**src/rtl/tr_bus_scheduler.sv**
```systemverilog
// tr_bus_scheduler
//   Arbitrates the single downstream register-write bus between two requesters:
//   - a receiver write path that is buffered in a one-entry holding register
//   - a GPS/status snapshot sequencer that runs on every 1PPS rising edge. It walks
//     a snapshot register file and writes each enabled word to BASE_ADDR+index.
//   Each issue raises TR_IN for one cycle and spends one GAP cycle. The FSM then
//   waits in WAIT until the sink drops TR_IN_BUSY.
//
// Ports
//   CLK, RESET           clock, synchronous active-high reset
//   Reveiver_priority    priority flag captured with the receiver strobe
//   Reveiver_ADDR/DATA   receiver write address / data
//   Reveiver_TR          receiver 1-cycle write strobe
//   Reveiver_TR_IN_BUSY  holding register occupied
//   GPS_1PPS             asynchronous 1PPS input
//   SNAP_IDX             snapshot register file read index
//   SNAP_DATA            snapshot register file read data (combinational on SNAP_IDX)
//   SNAP_BUSY            snapshot burst in progress
//   SNAP_OVERRUN         sticky: 1PPS edge seen during a burst
//   RX_OVERRUN           sticky: receiver strobe dropped because the holding register was full
//   TR_IN/ADDR_IN/DATA_IN  write strobe, address and data to the sink
//   TR_IN_BUSY           sink busy

`timescale 1ns/1ps

module tr_bus_scheduler #(
    parameter logic [15:0] BASE_ADDR = 16'd300,
    parameter int unsigned NUM_WORDS = 21,
    parameter logic [31:0] SNAP_MASK = 32'h0010_3F7F
) (
    input  logic        CLK,
    input  logic        RESET,
    input  logic        Reveiver_priority,
    input  logic [15:0] Reveiver_ADDR,
    input  logic [31:0] Reveiver_DATA,
    input  logic        Reveiver_TR,
    output logic        Reveiver_TR_IN_BUSY,
    input  logic        GPS_1PPS,
    output logic [4:0]  SNAP_IDX,
    input  logic [31:0] SNAP_DATA,
    output logic        SNAP_BUSY,
    output logic        SNAP_OVERRUN,
    output logic        RX_OVERRUN,
    output logic        TR_IN,
    output logic [15:0] ADDR_IN,
    output logic [31:0] DATA_IN,
    input  logic        TR_IN_BUSY
);

    localparam int unsigned AW = 16;
    localparam int unsigned DW = 32;
    localparam int unsigned IW = 5;
    localparam logic [IW-1:0] LAST_IDX = IW'(NUM_WORDS - 1);

    typedef enum logic [1:0] {
        ST_IDLE = 2'd0,
        ST_GAP  = 2'd1,
        ST_WAIT = 2'd2
    } state_t;

    state_t         state_q;

    // 1PPS synchroniser plus one delayed copy for edge detection
    logic           pps_meta_q;
    logic           pps_sync_q;
    logic           pps_prev_q;

    // receiver holding register
    logic           rx_valid_q;
    logic           rx_prio_q;
    logic [AW-1:0]  rx_addr_q;
    logic [DW-1:0]  rx_data_q;
    logic           rx_ovr_q;

    // snapshot sequencer
    logic           snap_busy_q;
    logic [IW-1:0]  snap_idx_q;
    logic           snap_ovr_q;

    // bus outputs
    logic           tr_q;
    logic [AW-1:0]  addr_q;
    logic [DW-1:0]  data_q;

    logic           pps_rise;
    logic           rx_sel;
    logic           snap_sel;
    logic           skip_sel;
    logic           snap_last;

    assign pps_rise  = pps_sync_q & ~pps_prev_q;
    assign snap_last = (snap_idx_q == LAST_IDX);

    // IDLE arbitration. A priority receiver word wins between snapshot words.
    // A normal receiver word waits until the burst is over.
    always_comb begin
        rx_sel   = 1'b0;
        snap_sel = 1'b0;
        skip_sel = 1'b0;
        if (state_q == ST_IDLE && !TR_IN_BUSY) begin
            if (rx_valid_q && (rx_prio_q || !snap_busy_q)) begin
                rx_sel = 1'b1;
            end else if (snap_busy_q && SNAP_MASK[snap_idx_q]) begin
                snap_sel = 1'b1;
            end else if (snap_busy_q) begin
                skip_sel = 1'b1;
            end
        end
    end

    // All state, the sequencer and the bus FSM
    always_ff @(posedge CLK) begin
        if (RESET) begin
            state_q     <= ST_IDLE;
            pps_meta_q  <= 1'b0;
            pps_sync_q  <= 1'b0;
            pps_prev_q  <= 1'b0;
            rx_valid_q  <= 1'b0;
            rx_prio_q   <= 1'b0;
            rx_addr_q   <= '0;
            rx_data_q   <= '0;
            rx_ovr_q    <= 1'b0;
            snap_busy_q <= 1'b0;
            snap_idx_q  <= '0;
            snap_ovr_q  <= 1'b0;
            tr_q        <= 1'b0;
            addr_q      <= '0;
            data_q      <= '0;
        end else begin
            pps_meta_q <= GPS_1PPS;
            pps_sync_q <= pps_meta_q;
            pps_prev_q <= pps_sync_q;

            tr_q <= 1'b0;

            // Receiver capture. A strobe while the register is full is lost.
            if (Reveiver_TR) begin
                if (!rx_valid_q) begin
                    rx_valid_q <= 1'b1;
                    rx_prio_q  <= Reveiver_priority;
                    rx_addr_q  <= Reveiver_ADDR;
                    rx_data_q  <= Reveiver_DATA;
                end else begin
                    rx_ovr_q <= 1'b1;
                end
            end
            if (rx_sel) begin
                rx_valid_q <= 1'b0;
            end

            // Burst start. An edge during a running burst only flags an overrun.
            if (pps_rise) begin
                if (!snap_busy_q) begin
                    snap_busy_q <= 1'b1;
                    snap_idx_q  <= '0;
                end else begin
                    snap_ovr_q <= 1'b1;
                end
            end
            if (snap_sel || skip_sel) begin
                snap_idx_q <= snap_idx_q + IW'(1);
                if (snap_last) begin
                    snap_busy_q <= 1'b0;
                end
            end

            case (state_q)
                ST_IDLE: begin
                    if (rx_sel) begin
                        tr_q    <= 1'b1;
                        addr_q  <= rx_addr_q;
                        data_q  <= rx_data_q;
                        state_q <= ST_GAP;
                    end else if (snap_sel) begin
                        tr_q    <= 1'b1;
                        addr_q  <= BASE_ADDR + AW'(snap_idx_q);
                        data_q  <= SNAP_DATA;
                        state_q <= ST_GAP;
                    end
                end
                // The sink gets one cycle to raise TR_IN_BUSY before it is sampled
                ST_GAP: begin
                    state_q <= ST_WAIT;
                end
                ST_WAIT: begin
                    if (!TR_IN_BUSY) begin
                        state_q <= ST_IDLE;
                    end
                end
                default: begin
                    state_q <= ST_IDLE;
                end
            endcase
        end
    end

    assign Reveiver_TR_IN_BUSY = rx_valid_q;
    assign RX_OVERRUN          = rx_ovr_q;
    assign SNAP_IDX            = snap_idx_q;
    assign SNAP_BUSY           = snap_busy_q;
    assign SNAP_OVERRUN        = snap_ovr_q;
    assign TR_IN               = tr_q;
    assign ADDR_IN             = addr_q;
    assign DATA_IN             = data_q;

endmodule

```
**config.mk**
```make
export PLATFORM = sky130hd
export DESIGN_NAME = tr_bus_scheduler
export DESIGN_NICKNAME = d
export VERILOG_FILES = /design/src/rtl/tr_bus_scheduler.sv
export SDC_FILE = /design/constraint.sdc
export NUM_CORES = 1
export LEC_CHECK = 0
export ABC_AREA = 1
export BUFFER_PORTS_ARGS = -buffer_cell sky130_fd_sc_hd__buf_2
export CAP_MARGIN = 5
export CORE_MARGIN = 3
export CORE_UTILIZATION = 40
export DETAILED_ROUTE_END_ITERATION = 10
export GPL_TIMING_DRIVEN = 0
export PLACE_DENSITY = 0.69
export REMOVE_ABC_BUFFERS = 1
export SETUP_SLACK_MARGIN = 0.4
export SLEW_MARGIN = 20
export SYNTH_ARGS = -nofsm -noshare
export SYNTH_HDL_FRONTEND = slang
export SYNTH_SLANG_ARGS = --single-unit
```
**constraint.sdc**
```tcl
create_clock -name CLK -period 4.23 [get_ports CLK]
set_clock_uncertainty 0.15 [all_clocks]
set_input_delay 0 -clock CLK [delete_from_list [all_inputs] [get_ports CLK]]
set_output_delay 0 -clock CLK [all_outputs]
set_load 0.01 [all_outputs]
```
### Yosys cells after proc, flatten, opt, wreduce, memory -nomap -nowiden

Memory sizes are Yosys's and may differ from the RTL's. A register that Yosys moved wholly into a read port is not among the register bits.
Cells that the tools add are included.

| storage, ports and cells | value |
|---|---|
| memories kept | 1 |
| register bits after elaboration | 112 |
| input bits | 86 |
| word-level logic and storage cells | 75 |
| ROM bits | 32 |
| output and inout port bits | 58 |

| operators by class | value |
|---|---|
| muxes and demuxes | 28 |
| bitwise logic cells | 4 |
| eq/ne operators | 6 |
| $add $sub $neg | 2 |
| magnitude comparators | 1 |
| reductions and logical operators | 18 |

Memory list:

| memory | words | width | rd ports | clocked after Yosys merged registers in | write ports | RTL line | RTL |
|---|---|---|---|---|---|---|---|
| (no name shown) | 32 | 1 | 1 | 1 | 0 | 103 | `end else if (snap_busy_q && SNAP_MASK[snap_idx_q]) begin` |

Operators by type and width:

| cell | count |
|---|---|
| $mux 32 | 2 |
| $mux 16 | 2 |
| $mux 5 | 5 |
| $mux 1 | 15 |
| $reduce_and 2->1 | 6 |
| $add 9x5->10 const A | 1 |
| $lt 5x6->1 const B | 1 |
| $mux 2 | 3 |
| $pmux 2 s3 | 1 |
| $add 5x1->5 const B | 1 |
| $eq 5x5->1 const B | 1 |
| $reduce_bool 2->1 | 2 |
| $reduce_or 2->1 | 2 |
| $logic_and 1x1->1 | 3 |
| $ne 3x3->1 const B | 1 |
| $not 1->1 | 3 |
| $eq 2x1->1 const B | 1 |
| $eq 2x2->1 const B | 1 |
| $logic_not 1->1 | 2 |
| $logic_not 2->1 | 1 |
| $logic_or 1x1->1 | 2 |
| $ne 2x1->1 const B | 1 |
| $ne 2x2->1 const B | 1 |
| $and 1x1->1 | 1 |

### Depth between registers and ports, before layout

| logic depth | value |
|---|---|
| depth in word-level cells | 11 |
| mapped depth | 11 |
| gate-level depth less buffers | 11 |

### Least setup slack after synthesis

No wires, ideal clock.

| path | value |
|---|---|
| path type | register to register |
| from | register snap_idx_q[2], in the netlist SNAP_IDX[2] |
| to | register addr_q[6], in the netlist ADDR_IN[6] |
| setup time | 91 ps |
| data arrival time | 1316 ps |
| period minus slack after synthesis | 1557 ps |
| required time | 3989 ps |
| slack | 2673 ps |
| stages on the path, launching flop included | 8 |
| buffers on the path | 1 |
| path through | dfxtp_1 clkbuf_1 inv_1 ha_1 inv_1 ha_1 nand2_1 a311oi_1 |

| on the way | value |
|---|---|
| longest elaborated chain between the ends | 3 |

RTL lines:

| what | RTL line | RTL |
|---|---|---|
| start, declared | 77 | `logic [IW-1:0] snap_idx_q;` |
| start signal, assigned | 161 | `snap_idx_q <= snap_idx_q + IW'(1);` |
| $add 9x5->10 | 176 | `addr_q <= BASE_ADDR + AW'(snap_idx_q);` |
| $mux 16 | 174 | `end else if (snap_sel) begin` |
| $mux 16 | 169 | `if (rx_sel) begin` |
| end signal, assigned | 171 | `addr_q <= rx_addr_q;` |
| end signal, assigned | 176 |  |
| end, declared | 82 | `logic [AW-1:0] addr_q;` |

Every way passes these cells. The select of a mux whose other input is x is not followed.
A chain may end at the register's enable or synchronous reset.

### Final worst setup path

| path | value |
|---|---|
| from | register snap_busy_q, in the netlist SNAP_BUSY |
| to | register data_q[23], in the netlist DATA_IN[23] |

| on the way | value |
|---|---|
| longest elaborated chain between the ends | 7 |
| elaborated cells between the ends (all ways) | 12 |
| those cells by class | mux (6); reduce/logical (6) |

RTL lines:

| what | RTL line | RTL |
|---|---|---|
| start, declared | 76 | `logic snap_busy_q;` |
| start signal, assigned | 123 | `snap_busy_q <= 1'b0;` |
| start signal, assigned | 154 | `snap_busy_q <= 1'b1;` |
| start signal, assigned | 163 | `snap_busy_q <= 1'b0;` |
| $logic_not 1->1 | n/a |  |
| $logic_or 1x1->1 | 101 | `if (rx_valid_q && (rx_prio_q \|\| !snap_busy_q)) begin` |
| $logic_and 1x1->1 | 101 |  |
| $mux 1 | 101 |  |
| $mux 1 | 100 | `if (state_q == ST_IDLE && !TR_IN_BUSY) begin` |
| $reduce_bool 2->1 (no line) | n/a |  |
| $reduce_and 2->1 (no line) | n/a |  |
| end signal, assigned | 172 | `data_q <= rx_data_q;` |
| end, declared | 83 | `logic [DW-1:0] data_q;` |

Several ways; a longest one is shown, not always the timed one.

==> results.sh <==
export IMPL_status="finished, final reports clean"
export IMPL_floorplan_initialDensity_pct=41.2
export IMPL_yosys_warnings=0
export IMPL_grt_antenna_before_repair=0
export IMPL_avgViaCountPerCell=4.85
export IMPL_tritoncts="yes"
export IMPL_final_antenna_net_count=0
export IMPL_yosysUniqueCellTypes=30
export IMPL_number_of_buffers_and_inverters_on_the_critical_path=4
export IMPL_layout_area_overhead_vs_synth_pct=51.3
export IMPL_power_leakage_nw=3.21
export IMPL_grt_max_degree=45
export IMPL_share_seq_of_total_power_pct=37.7
export IMPL_timing_setup_tns_ns=0
export IMPL_die_area_um2=12600
export IMPL_insertedDiodeCount=0
export IMPL_hold_end="pps_meta_q"
export IMPL_clkTransAtPathRegs_ns=0.05
export IMPL_drv_max_cap_violation_count=0
export IMPL_worstPathRequired_ns=4.42
export IMPL_power_report_internal_total_mw=2.39
export IMPL_ff2ff_setup_slack_ns=1.98
export IMPL_drt_first_pass_iters=5
export IMPL_net_sw_share_pct=23.2
export IMPL_crit_family="buffers and inverters"
export IMPL_combined_area_of_all_synthesized_cells_um2=4500
export IMPL_dr_wl_cell_um=13.3
export IMPL_fillCellCount=934
export IMPL_post_route_cells_drive_above_1_share_pct=22.9
export IMPL_worst_hold_startpoint="RESET"
export IMPL_synthesis_instances=603
export IMPL_p_per_area_nw_per_um2=456
export IMPL_timing_hold_worst_class="input port to register"
export IMPL_final_hold_vio_count=0
export IMPL_hpwl_um=7610
export IMPL_max_clock_path_buffers=2
export IMPL_switchingPower_uw=722
export IMPL_holdPathStages=2
export IMPL_period_needed_ns=2.25
export IMPL_finalHoldWorstSlack_ns=0.0671
export IMPL_setup_slack_ns=1.98
export IMPL_rows=38
export IMPL_route_final_wire_length_um=12900
export IMPL_die_h_um=112
export IMPL_setup_worst_path_start="SNAP_BUSY"
export IMPL_layout_nets=905
export IMPL_end_kind="register"
export IMPL_layout_worst_path_cycle_share_pct=53.3
export IMPL_cts_sinks=113
export IMPL_worst_ep_arrival_time_ns=2.44
export IMPL_worst_skew_pair_late_latency_ns=0.39
export IMPL_finalSetupViolations=0
export IMPL_gr_overflow_total=0
export IMPL_p_clk_share_pct=50.5
export IMPL_placedInstanceArea_um2=5280
export IMPL_finish_cell_count_without_fillers=966
export IMPL_post_cts_resize_count=0
export IMPL_dp_cells=849
export IMPL_total_number_of_vias=4682
export IMPL_rsz_0062_raised_after_global_routing="false"
export IMPL_tightest_slew_ns=1.06
export IMPL_setup_worst_path_start_class="register"
export IMPL_core_region_area_um2=10900
export IMPL_slew_headroom_pct=29.5
export IMPL_total_of_flip_flops_plus_latches_after_synthesis=113
export IMPL_crit_reg2reg_launch="SNAP_BUSY"
export IMPL_drv_slew=0
export IMPL_numCtsBuffers=17
export IMPL_timing_worst_setup_path_type="register to register"
export IMPL_critical_path_depth=9
export IMPL_max_vdd_ir_drop_mv=0.259
export IMPL_multi_input_comb_area_um2=1910
export IMPL_crit_path_max_fanout=31
export IMPL_totalPowerFinal_mw=3.11
export IMPL_r2r_cells=9
export IMPL_timing_critical_path_slowest_cell_delay_ns=0.44
export IMPL_placement_setup_worst_slack_ns=1.48
export IMPL_cts_root_buf="sky130_fd_sc_hd__clkbuf_16"
export IMPL_crit_path_cell_trace="inv_2 > o21ai_2 > a21oi_4 > buf_16 > inv_2 > nand2_1 > o211ai_1 > nand2_1 > inv_1"
export IMPL_cts_hold_fix_buffers=84
export IMPL_ys_seq_area_share_pct=50.3
export IMPL_layout_area_seq_um2=2260
export IMPL_final_design_area_no_fill_um2=6810
export IMPL_detail_route_iter0_violations=233
export IMPL_remaining_drc_errors=0
export IMPL_synthesis_area_per_instance_um2=7.47
export IMPL_grt_first_pass_wirelength_um=21300
export IMPL_worstReg2RegEnd="DATA_IN[23]"
export IMPL_gp_congestion=0.844
export IMPL_comb_power_share_pct=11.7
export IMPL_port_buffer_count=143
export IMPL_layout_core_utilization_pct=62.3
export IMPL_die_x_um=112
export IMPL_maximum_frequency_from_static_timing_analysis_ghz=0.444
export IMPL_grt_pass1_vias=4620
export IMPL_max_stage_delay_cell_worst_path="sky130_fd_sc_hd__inv_2"
export IMPL_post_cts_setup_buffers=0
export IMPL_cts_htree_levels=4
export IMPL_gr_usage_all_layers_pct=20.6
export IMPL_ioPinCount=144
## placed cells by master, fill, tap and decap left out, types with 2 or more instances in the layout
cell type,count
sky130_fd_sc_hd__dlygate4sd3_1,84
sky130_fd_sc_hd__nor2_1,121
sky130_fd_sc_hd__o211ai_1,7
sky130_fd_sc_hd__buf_16,2
sky130_fd_sc_hd__clkinv_2,2
sky130_fd_sc_hd__clkinv_4,3
sky130_fd_sc_hd__clkbuf_16,17
sky130_fd_sc_hd__nand3_1,34
sky130_fd_sc_hd__inv_2,3
sky130_fd_sc_hd__nand2_2,3
sky130_fd_sc_hd__ha_1,6
sky130_fd_sc_hd__a21oi_1,28
sky130_fd_sc_hd__dfxtp_1,113
sky130_fd_sc_hd__nor2_2,2
sky130_fd_sc_hd__nand2_1,121
sky130_fd_sc_hd__buf_2,143
sky130_fd_sc_hd__clkinvlp_4,2
sky130_fd_sc_hd__o21ai_0,54
sky130_fd_sc_hd__inv_1,40
sky130_fd_sc_hd__bufinv_16,5
sky130_fd_sc_hd__clkbuf_8,2
sky130_fd_sc_hd__a311oi_1,19
## sequential cells by signal, summed over array words and instances, names as in the netlist, 2 cells and up, named ones only
signal and flops:
DATA_IN 32, rx_data_q 32, rx_addr_q 16, state_q 2, ADDR_IN 16, SNAP_IDX 5
## Yosys cell counts
cell | instances | share of area [%]
sky130_fd_sc_hd__nand2_1 | 122 | 10
sky130_fd_sc_hd__nor2_1 | 122 | 10
sky130_fd_sc_hd__dfxtp_1 | 113 | 50
sky130_fd_sc_hd__o21ai_0 | 54 | 6.0
sky130_fd_sc_hd__inv_1 | 41 | 3.4
sky130_fd_sc_hd__nand3_1 | 34 | 3.8
sky130_fd_sc_hd__a21oi_1 | 28 | 3.1
sky130_fd_sc_hd__clkbuf_1 | 25 | 2.1
sky130_fd_sc_hd__a311oi_1 | 19 | 3.7
sky130_fd_sc_hd__buf_2 | 10 | 1.1
sky130_fd_sc_hd__o211ai_1 | 7 | 1.2
sky130_fd_sc_hd__ha_1 | 6 | 1.7
sky130_fd_sc_hd__buf_1 | 2 | 0.17
sky130_fd_sc_hd__buf_4 | 2 | 0.33
sky130_fd_sc_hd__inv_2 | 2 | 0.17
sky130_fd_sc_hd__nand2_2 | 2 | 0.28
sky130_fd_sc_hd__a211oi_1 | 1 | 0.17
sky130_fd_sc_hd__a21o_1 | 1 | 0.17
sky130_fd_sc_hd__a21oi_4 | 1 | 0.36
sky130_fd_sc_hd__a31oi_1 | 1 | 0.14
sky130_fd_sc_hd__clkinv_1 | 1 | 0.083
sky130_fd_sc_hd__nand3b_1 | 1 | 0.17
sky130_fd_sc_hd__nand4_1 | 1 | 0.14
sky130_fd_sc_hd__nor2_2 | 1 | 0.14
sky130_fd_sc_hd__nor2_4 | 1 | 0.25
sky130_fd_sc_hd__nor3_1 | 1 | 0.11
sky130_fd_sc_hd__o21ai_1 | 1 | 0.11
sky130_fd_sc_hd__o21ai_2 | 1 | 0.19
sky130_fd_sc_hd__o221ai_1 | 1 | 0.19
sky130_fd_sc_hd__xor2_1 | 1 | 0.19
## power groups by stage
stage	Sequential (mW)	Combinational, mW	Clock (mW)
after detailed placement	1.19	0.299	0
after global placement	1.19	0.285	0
after CTS	1.17	0.358	1.60
final	1.17	0.365	1.57
after floorplan	1.20	0.153	0
after global routing	1.18	0.407	1.65
## cell families after synthesis
kind of cell | synth area share [%]
flip-flops | 50.3
AND/OR/NAND/NOR | 25.2
adder cells (fa/ha/maj) | 1.67
buffers and inverters | 7.37
XOR/XNOR | 0.195
AO/OA/AOI/OAI | 15.3
## routing by layer
layer  track usage (%)  up-vias  wire, um
met5                 0        -         0
met4              6.57        0       255
met3              5.88       24       737
met2              36.5      152      6370
met1              24.0     2130      5510
li1                  -     2376         -
## area by class of cell
| class | count | area share (%) |
|---|---|---|
| clock buffers | 20 | 6.71 |
| clock inverters | 12 | 3.01 |
| inverters | 44 | 2.44 |
| multi-input cells | 407 | 28.1 |
| flip-flops and latches | 113 | 33.2 |
| well taps | 140 | 2.57 |
| repair buffers | 230 | 24.0 |
## worst max-delay path by stage
| stage | end | slack (ns) |
|---|---|---|
| 3_3_place_gp | rx_data_q[24] | 0.03 |
| 5_1_grt | rx_prio_q | 1.73 |
| 2_1_floorplan | rx_addr_q[0] | 1.49 |
| 6_report | DATA_IN[23] | 1.98 |
| 3_5_place_dp | ADDR_IN[0] | 1.48 |
| 4_1_cts | ADDR_IN[0] | 1.46 |
No activity file was read; power rests on OpenSTA's default activity.
